===== src/rtl/bnn_cls_pkg.sv =====
// Shared definitions for the binarised-classifier output stages.
// Provides default score width / class count, the class-index width
// derivation, and the argmax frame-collection state encoding.
package bnn_cls_pkg;

  localparam int SCORE_W_DEF     = 9;   // popcount result 0..256
  localparam int NUM_CLASSES_DEF = 10;

  // Smallest index width that can address n classes (at least 1 bit).
  function automatic int idx_w(input int n);
    return (n <= 2) ? 1 : $clog2(n);
  endfunction

  localparam int IDX_W_DEF = idx_w(NUM_CLASSES_DEF);

  typedef enum logic {
    IDLE  = 1'b0,
    ACCUM = 1'b1
  } state_t;

endpackage


===== src/rtl/score_argmax_if.sv =====
// Score stream in / classification result out for score_argmax.
//   score_in, score_in_valid, clear : producer -> argmax
//   class_out, max_score, margin, confident, result_valid, busy : argmax -> consumer
// slave is the argmax side, master the environment side.
interface score_argmax_if #(
  parameter int SCORE_W = 9,
  parameter int IDX_W   = 4
);
  logic [SCORE_W-1:0] score_in;
  logic               score_in_valid;
  logic               clear;
  logic [IDX_W-1:0]   class_out;
  logic [SCORE_W-1:0] max_score;
  logic [SCORE_W-1:0] margin;
  logic               confident;
  logic               result_valid;
  logic               busy;

  modport slave (
    input  score_in, score_in_valid, clear,
    output class_out, max_score, margin, confident, result_valid, busy
  );

  modport master (
    output score_in, score_in_valid, clear,
    input  class_out, max_score, margin, confident, result_valid, busy
  );
endinterface


===== src/rtl/score_argmax_top2_update.sv =====
// top2_update: combinational best/second-best update for one score.
//   best, second, best_idx : current running top-2 state
//   s, idx                 : incoming score and its arrival index
//   first                  : s opens a new frame (previous state ignored)
//   nxt_best, nxt_second, nxt_best_idx : updated state
// Strict compares: a tie keeps the earlier index as best and the equal
// score drops into second, so a tied frame reports margin 0.
module top2_update #(
  parameter int SCORE_W = 9,
  parameter int IDX_W   = 4
) (
  input  logic [SCORE_W-1:0] best,
  input  logic [SCORE_W-1:0] second,
  input  logic [IDX_W-1:0]   best_idx,
  input  logic [SCORE_W-1:0] s,
  input  logic [IDX_W-1:0]   idx,
  input  logic               first,
  output logic [SCORE_W-1:0] nxt_best,
  output logic [SCORE_W-1:0] nxt_second,
  output logic [IDX_W-1:0]   nxt_best_idx
);
  always_comb begin
    nxt_best     = best;
    nxt_second   = second;
    nxt_best_idx = best_idx;
    if (first) begin
      nxt_best     = s;
      nxt_second   = '0;
      nxt_best_idx = '0;
    end else if (s > best) begin
      nxt_second   = best;
      nxt_best     = s;
      nxt_best_idx = idx;
    end else if (s > second) begin
      nxt_second   = s;
    end
  end
endmodule


===== src/rtl/score_argmax.sv =====
// score_argmax: per-frame argmax over NUM_CLASSES streamed class scores.
//   clk, rst : clock, synchronous active-high reset
//   sif      : score_argmax_if.slave
//     in : score_in, score_in_valid (no backpressure), clear (frame abort)
//     out: class_out, max_score, margin, confident, result_valid (1-cycle
//          pulse), busy (frame partially collected)
// The last beat's update bypasses the accumulators and lands directly in
// the result registers, so a new frame may start the very next beat.
module score_argmax
  import bnn_cls_pkg::*;
#(
  parameter int SCORE_W     = SCORE_W_DEF,
  parameter int NUM_CLASSES = NUM_CLASSES_DEF,
  parameter int IDX_W       = idx_w(NUM_CLASSES),
  parameter int CONF_MARGIN = 8
) (
  input  logic         clk,
  input  logic         rst,
  score_argmax_if.slave sif
);
  state_t             state;
  logic [IDX_W-1:0]   cnt;
  logic [SCORE_W-1:0] best, second;
  logic [IDX_W-1:0]   best_idx;

  logic [SCORE_W-1:0] nb, ns, nmargin;
  logic [IDX_W-1:0]   nbi;
  logic               last;

  top2_update #(.SCORE_W(SCORE_W), .IDX_W(IDX_W)) u_upd (
    .best        (best),
    .second      (second),
    .best_idx    (best_idx),
    .s           (sif.score_in),
    .idx         (cnt),
    .first       (state == IDLE),
    .nxt_best    (nb),
    .nxt_second  (ns),
    .nxt_best_idx(nbi)
  );

  // best >= second always holds, so this cannot wrap.
  assign nmargin = nb - ns;
  assign last    = (state == ACCUM) && (cnt == IDX_W'(NUM_CLASSES - 1));

  always_ff @(posedge clk) begin
    if (rst) begin
      state            <= IDLE;
      cnt              <= '0;
      best             <= '0;
      second           <= '0;
      best_idx         <= '0;
      sif.class_out    <= '0;
      sif.max_score    <= '0;
      sif.margin       <= '0;
      sif.confident    <= 1'b0;
      sif.result_valid <= 1'b0;
      sif.busy         <= 1'b0;
    end else begin
      sif.result_valid <= 1'b0;
      if (sif.clear) begin
        // Abort wins over a coincident score; held results stay untouched.
        state    <= IDLE;
        sif.busy <= 1'b0;
        cnt      <= '0;
        best     <= '0;
        second   <= '0;
        best_idx <= '0;
      end else if (sif.score_in_valid) begin
        if (last) begin
          sif.class_out    <= nbi;
          sif.max_score    <= nb;
          sif.margin       <= nmargin;
          sif.confident    <= (nmargin >= SCORE_W'(CONF_MARGIN));
          sif.result_valid <= 1'b1;
          state            <= IDLE;
          sif.busy         <= 1'b0;
          cnt              <= '0;
          best             <= '0;
          second           <= '0;
          best_idx         <= '0;
        end else begin
          state    <= ACCUM;
          sif.busy <= 1'b1;
          cnt      <= cnt + 1'b1;
          best     <= nb;
          second   <= ns;
          best_idx <= nbi;
        end
      end
    end
  end
endmodule


===== src/flat_wrapper.sv =====
// flat-port wrapper written by rule: the top's interface ports become plain ports
module score_argmax_flat import bnn_cls_pkg::*;
#(
  parameter int SCORE_W     = SCORE_W_DEF,
  parameter int NUM_CLASSES = NUM_CLASSES_DEF,
  parameter int IDX_W       = idx_w(NUM_CLASSES),
  parameter int CONF_MARGIN = 8
)
  (clk, rst, sif_score_in, sif_score_in_valid, sif_clear, sif_class_out, sif_max_score, sif_margin, sif_confident, sif_result_valid, sif_busy);
  score_argmax_if #(.SCORE_W(SCORE_W), .IDX_W(IDX_W)) sif_i ();
  input  logic clk;
  input  logic rst;
  input wire logic [$bits(sif_i.score_in)-1:0] sif_score_in;
  input wire logic [$bits(sif_i.score_in_valid)-1:0] sif_score_in_valid;
  input wire logic [$bits(sif_i.clear)-1:0] sif_clear;
  output wire logic [$bits(sif_i.class_out)-1:0] sif_class_out;
  output wire logic [$bits(sif_i.max_score)-1:0] sif_max_score;
  output wire logic [$bits(sif_i.margin)-1:0] sif_margin;
  output wire logic [$bits(sif_i.confident)-1:0] sif_confident;
  output wire logic [$bits(sif_i.result_valid)-1:0] sif_result_valid;
  output wire logic [$bits(sif_i.busy)-1:0] sif_busy;
  assign sif_i.score_in = sif_score_in;
  assign sif_i.score_in_valid = sif_score_in_valid;
  assign sif_i.clear = sif_clear;
  assign sif_class_out = sif_i.class_out;
  assign sif_max_score = sif_i.max_score;
  assign sif_margin = sif_i.margin;
  assign sif_confident = sif_i.confident;
  assign sif_result_valid = sif_i.result_valid;
  assign sif_busy = sif_i.busy;
  score_argmax #(.SCORE_W(SCORE_W), .NUM_CLASSES(NUM_CLASSES), .IDX_W(IDX_W), .CONF_MARGIN(CONF_MARGIN)) u_core (.clk(clk), .rst(rst), .sif(sif_i));
endmodule

===== config.mk =====
export PLATFORM = sky130hd
export DESIGN_NAME = score_argmax_flat
export DESIGN_NICKNAME = d
export VERILOG_FILES = /design/src/rtl/bnn_cls_pkg.sv /design/src/rtl/score_argmax_if.sv /design/src/rtl/score_argmax_top2_update.sv /design/src/rtl/score_argmax.sv /design/src/flat_wrapper.sv
export SDC_FILE = /design/constraint.sdc
export NUM_CORES = 1
export LEC_CHECK = 0
export BUFFER_PORTS_ARGS = -buffer_cell sky130_fd_sc_hd__buf_2
export CAP_MARGIN = 20
export CORE_MARGIN = 2
export CORE_UTILIZATION = 53
export CTS_BUF_LIST = sky130_fd_sc_hd__clkbuf_16
export DETAILED_ROUTE_END_ITERATION = 10
export PLACE_DENSITY_LB_ADDON = 0.1
export SYNTH_ARGS = -nofsm -noshare
export SYNTH_HDL_FRONTEND = slang
export SYNTH_SLANG_ARGS = --single-unit

===== constraint.sdc =====
create_clock -name clk -period 4.3 [get_ports clk]
set_input_delay 0.86 -clock clk [delete_from_list [all_inputs] [get_ports clk]]
set_output_delay 0.86 -clock clk [all_outputs]
set_load 0.1 [all_outputs]

==> results.py <==
metrics = {
    "status": {
        "status": "completed",
    },
    "sta": {
        "finalClockSkew_ns": 0.007342,
        "fmax_mhz": 241.6,
        "timing.final.crit_share": 0.9625,
        "max_slew_margin": 0.4275,
        "setup_viol": 0,
        "holdWs_ns": 0.4509,
        "worst_pin_slew_ns": 0.8587,
        "slew_viol_final": 0,
        "period_needed_ns": 4.139,
        "hold_viol": 0,
    },
    "clocking": {
        "cts_made_buffers": 5,
        "path_clk_slew_ns": 0.07,
        "clockRootBuffer": "clkbuf_16",
        "clockBufferDepth": 2,
        "cts.sinks": 51,
        "htreeDepth": 2,
        "holdBufCountCts": 0,
        "cts_tree": "done",
        "insertion_delay_ns": 0.29,
    },
    "synthesis": {
        "synth_top_flop_cell": "dfxtp_1",
        "syn-cell-area_mm2": 0.003223,
        "synth-seq-cells": 51,
        "synth_top_family_by_area": "compound AO/OA/AOI/OAI gates",
        "synth_compound_area_frac": 0.2543,
        "ys_warn_count": 0,
        "synthArstFlopShare": 0,
        "syn_avg_cell_area_um2": 8.664,
        "syn-num-nets": 414,
        "synth_edf_count": 0,
        "synth.distinct_cells": 56,
        "synth_xor_area_frac": 0.01359,
        "ys_seq_area_frac": 0.3168,
        "muxShareOfSynthArea": 0.06949,
        "yosys.area_share.simple": 0.1708,
        "synthCells": 372,
        "synth_fa_ha_area_frac": 0.1149,
    },
    "detailed_routing": {
        "vias": 2994,
        "wl_per_cell_um": 15.39,
        "routed_wl_um": 8124,
        "post-route-drc-count": 0,
        "initialDrtViolationCount": 151,
        "post_drt_via_cell_ratio": 5.670,
        "dr.pass1.iters": 4,
        "ant_nets": 0,
    },
    "power_and_ir_drop": {
        "power_switching_share": 0.2615,
        "p_clk_frac": 0.371,
        "peakVddDrop_v": 0.0002149,
        "p_per_area_mw_per_mm2": 288.0,
        "p_leak_nw": 1.856,
        "p_int_w": 0.0008760,
        "p_switching_w": 0.0003103,
        "seq_power_share": 0.406,
        "comb_power_share": 0.223,
        "power.total_w": 0.001186,
    },
    "layout": {
        "multi_input_area_mm2": 0.002121,
        "nets": 495,
        "syn_to_final_growth_pct": 27.80,
        "drive_above_1_share": 0.3068,
        "instances_no_fill": 528,
        "fillers": 483,
        "regArea_mm2": 0.001021,
        "fin_util": 0.6998,
        "n_antenna_cell": 0,
    },
    "setup_path": {
        "cp_data_required_time_ns": 4.46,
        "criticalPathCategory": "input pin to flip-flop",
        "path_max_fanout": 4,
        "worst_setup_path_start_kind": "input pin",
        "cp-end-kind": "flip-flop",
        "crit_arrival_ns": 4.30,
    },
    "die": {
        "initial_utilization": 0.5476,
        "rows": 28,
        "dieHeight_um": 81.98,
        "die_area_mm2": 0.006721,
        "die_w_um": 81.98,
        "io_pins": 38,
        "fp.coreArea_mm2": 0.005886,
    },
    "grt": {
        "overflow": 0,
        "grt_antenna_before_repair": 0,
        "grt_pass1_vias": 2810,
        "gr-usage-all-layers": 0.2455,
        "grt_max_degree": 27,
        "grt_pass1_wl_um": 12780,
    },
    "placement": {
        "post-dp-hpwl_um": 6143,
        "gp_congestion": 0.8272,
        "dp_cells": 514,
        "port_buffers": 37,
    },
    "job": {
        "cap_violations": 0,
    },
    "min_path": {
        "hp-class": "flip-flop to flip-flop",
    },
}
-- worst paths after layout --
check	slack (ns)	to	startpoint	cells past startpoint
hold / removal	0.45	u_core.sif.margin[3]$_SDFFE_PP0P_	u_core.sif.margin[3]$_SDFFE_PP0P_	2
hold reg to reg	0.45	u_core.sif.margin[3]$_SDFFE_PP0P_	u_core.sif.margin[3]$_SDFFE_PP0P_	2
setup reg to reg	0.37	u_core.sif.confident$_SDFFE_PP0P_	u_core.second[2]$_SDFFE_PP0P_	18
setup / recovery	0.16	u_core.sif.confident$_SDFFE_PP0P_	sif_score_in[1]	18
-- power groups by stage --
| stage | registers (W) | clock network [W] | logic, W |
|---|---|---|---|
| after CTS | 0.000481 | 0.000445 | 0.000239 |
| final | 0.000482 | 0.000440 | 0.000264 |
| after detailed placement | 0.000492 | 0 | 0.000237 |
| after global routing | 0.000482 | 0.000461 | 0.000291 |
| after floorplan | 0.000494 | 0 | 0.000141 |
| after global placement | 0.000492 | 0 | 0.000233 |
-- layout make-up --
cell class | instances | share of cell area
Multi-Input combinational cell | 275 | 0.5149
Sequential cell | 51 | 0.2479
Timing Repair Buffer | 94 | 0.1513
Clock buffer | 5 | 0.03038
Inverter | 26 | 0.02369
Tap cell | 75 | 0.02278
Clock inverter | 2 | 0.009113
-- layout by cell type (no fill, tap or decap), drive strengths merged, types with 2 or more instances in the layout --
master / netlist / layout
nand2: 21 / 21
a211oi: 8 / 8
a22oi: 9 / 9
and4: 3 / 3
o22ai: 3 / 3
a221o: 9 / 9
o211a: 7 / 7
mux2i: 10 / 10
clkbuf: 12 / 5
and3: 12 / 12
a21o: 11 / 11
buf: 8 / 94
nor2b: 4 / 4
nor3: 8 / 8
nor2: 32 / 32
nand2b: 10 / 10
a32oi: 4 / 4
o21a: 4 / 4
nand3: 8 / 8
ha: 28 / 28
a21oi: 25 / 25
o21ai: 18 / 18
o21bai: 3 / 3
dfxtp: 51 / 51
xnor2: 4 / 4
inv: 26 / 26
a31oi: 2 / 2
mux2: 11 / 11
or3: 3 / 3
-- cell usage after synthesis, types with 2 or more instances --
cell type,instances,share of area
a21oi_1,24,0.037
clkbuf_1,12,0.014
a31oi_1,2,0.0039
nor3_1,8,0.012
a21o_1,11,0.026
nand3_1,8,0.012
a32oi_1,4,0.011
and3_1,11,0.021
buf_6,2,0.0070
a221o_1,9,0.028
buf_2,5,0.0078
o21a_1,4,0.0093
ha_1,28,0.11
o21bai_1,3,0.0070
nand2b_1,10,0.019
and4_1,2,0.0054
dfxtp_1,51,0.32
mux2_2,11,0.038
nor2_1,32,0.037
nor2b_1,4,0.0078
mux2i_1,10,0.031
inv_1,26,0.030
a211oi_1,7,0.016
a22oi_1,9,0.021
or3_1,3,0.0058
o211a_1,7,0.022
xnor2_1,4,0.011
o22ai_1,2,0.0039
nand2_1,21,0.024
o21ai_0,16,0.025
-- sequential cells by signal, summed over array words and instances (netlist names) --
| name | flops |
|---|---|
| u_core.second | 9 |
| u_core.sif.margin | 9 |
| u_core.sif.max_score | 9 |
| u_core.sif.result_valid | 1 |
| u_core.sif.confident | 1 |
| u_core.cnt | 4 |
| u_core.sif.busy | 1 |
| u_core.best | 9 |
| u_core.sif.class_out | 4 |
| u_core.best_idx | 4 |
-- critical path: stages --
cell	delay, ns
buf_2	0.13
ha_2	0.17
a21o_1	0.17
a21o_1	0.15
a221o_1	0.35
a21oi_2	0.19
a31oi_4	0.07
buf_4	0.16
mux2i_1	0.10
a21o_1	0.21
ha_1	0.26
nor2b_1	0.12
o21ai_0	0.20
a21oi_1	0.12
o21a_1	0.18
or3_1	0.35
a2111oi_2	0.40
o22ai_1	0.13
-- cells by family after synthesis --
group / count (synthesis)
compound gates: 112
buf+inv: 46
fa+ha+maj: 29
flops: 51
xor+xnor: 5
mux: 21
simple gates: 108
-- per-layer routing --
metal | share of wire | up-vias | routed length, µm | global-route usage
met4 | 0.013 | 0 | 102 | 0.05500
met1 | 0.46 | 1416 | 3742 | 0.3167
met5 | 0 | - | 0 | 0
li1 | - | 1519 | - | -
met3 | 0.032 | 8 | 264 | 0.03736
met2 | 0.49 | 51 | 4015 | 0.4301
-- through the flow --
stage / instance area [µm²] / TNS (ns) / setup slack [ns]
floorplan: 3231 / 0 / 0.02847
global placement: 3790 / -0.2640 / -0.1638
detailed placement: 3790 / -0.5646 / -0.2709
CTS: 3953 / 0 / 0.003778
global route: 4119 / -0.05762 / -0.04022
finish: 4119 / 0 / 0.1613
-- timing repair --
item / CTS / global route
buffers inserted: 0 / 7
resized for setup: 0 / 24
setup endpoints to repair: 0 / 4
Power figures use the tool's default switching activity.
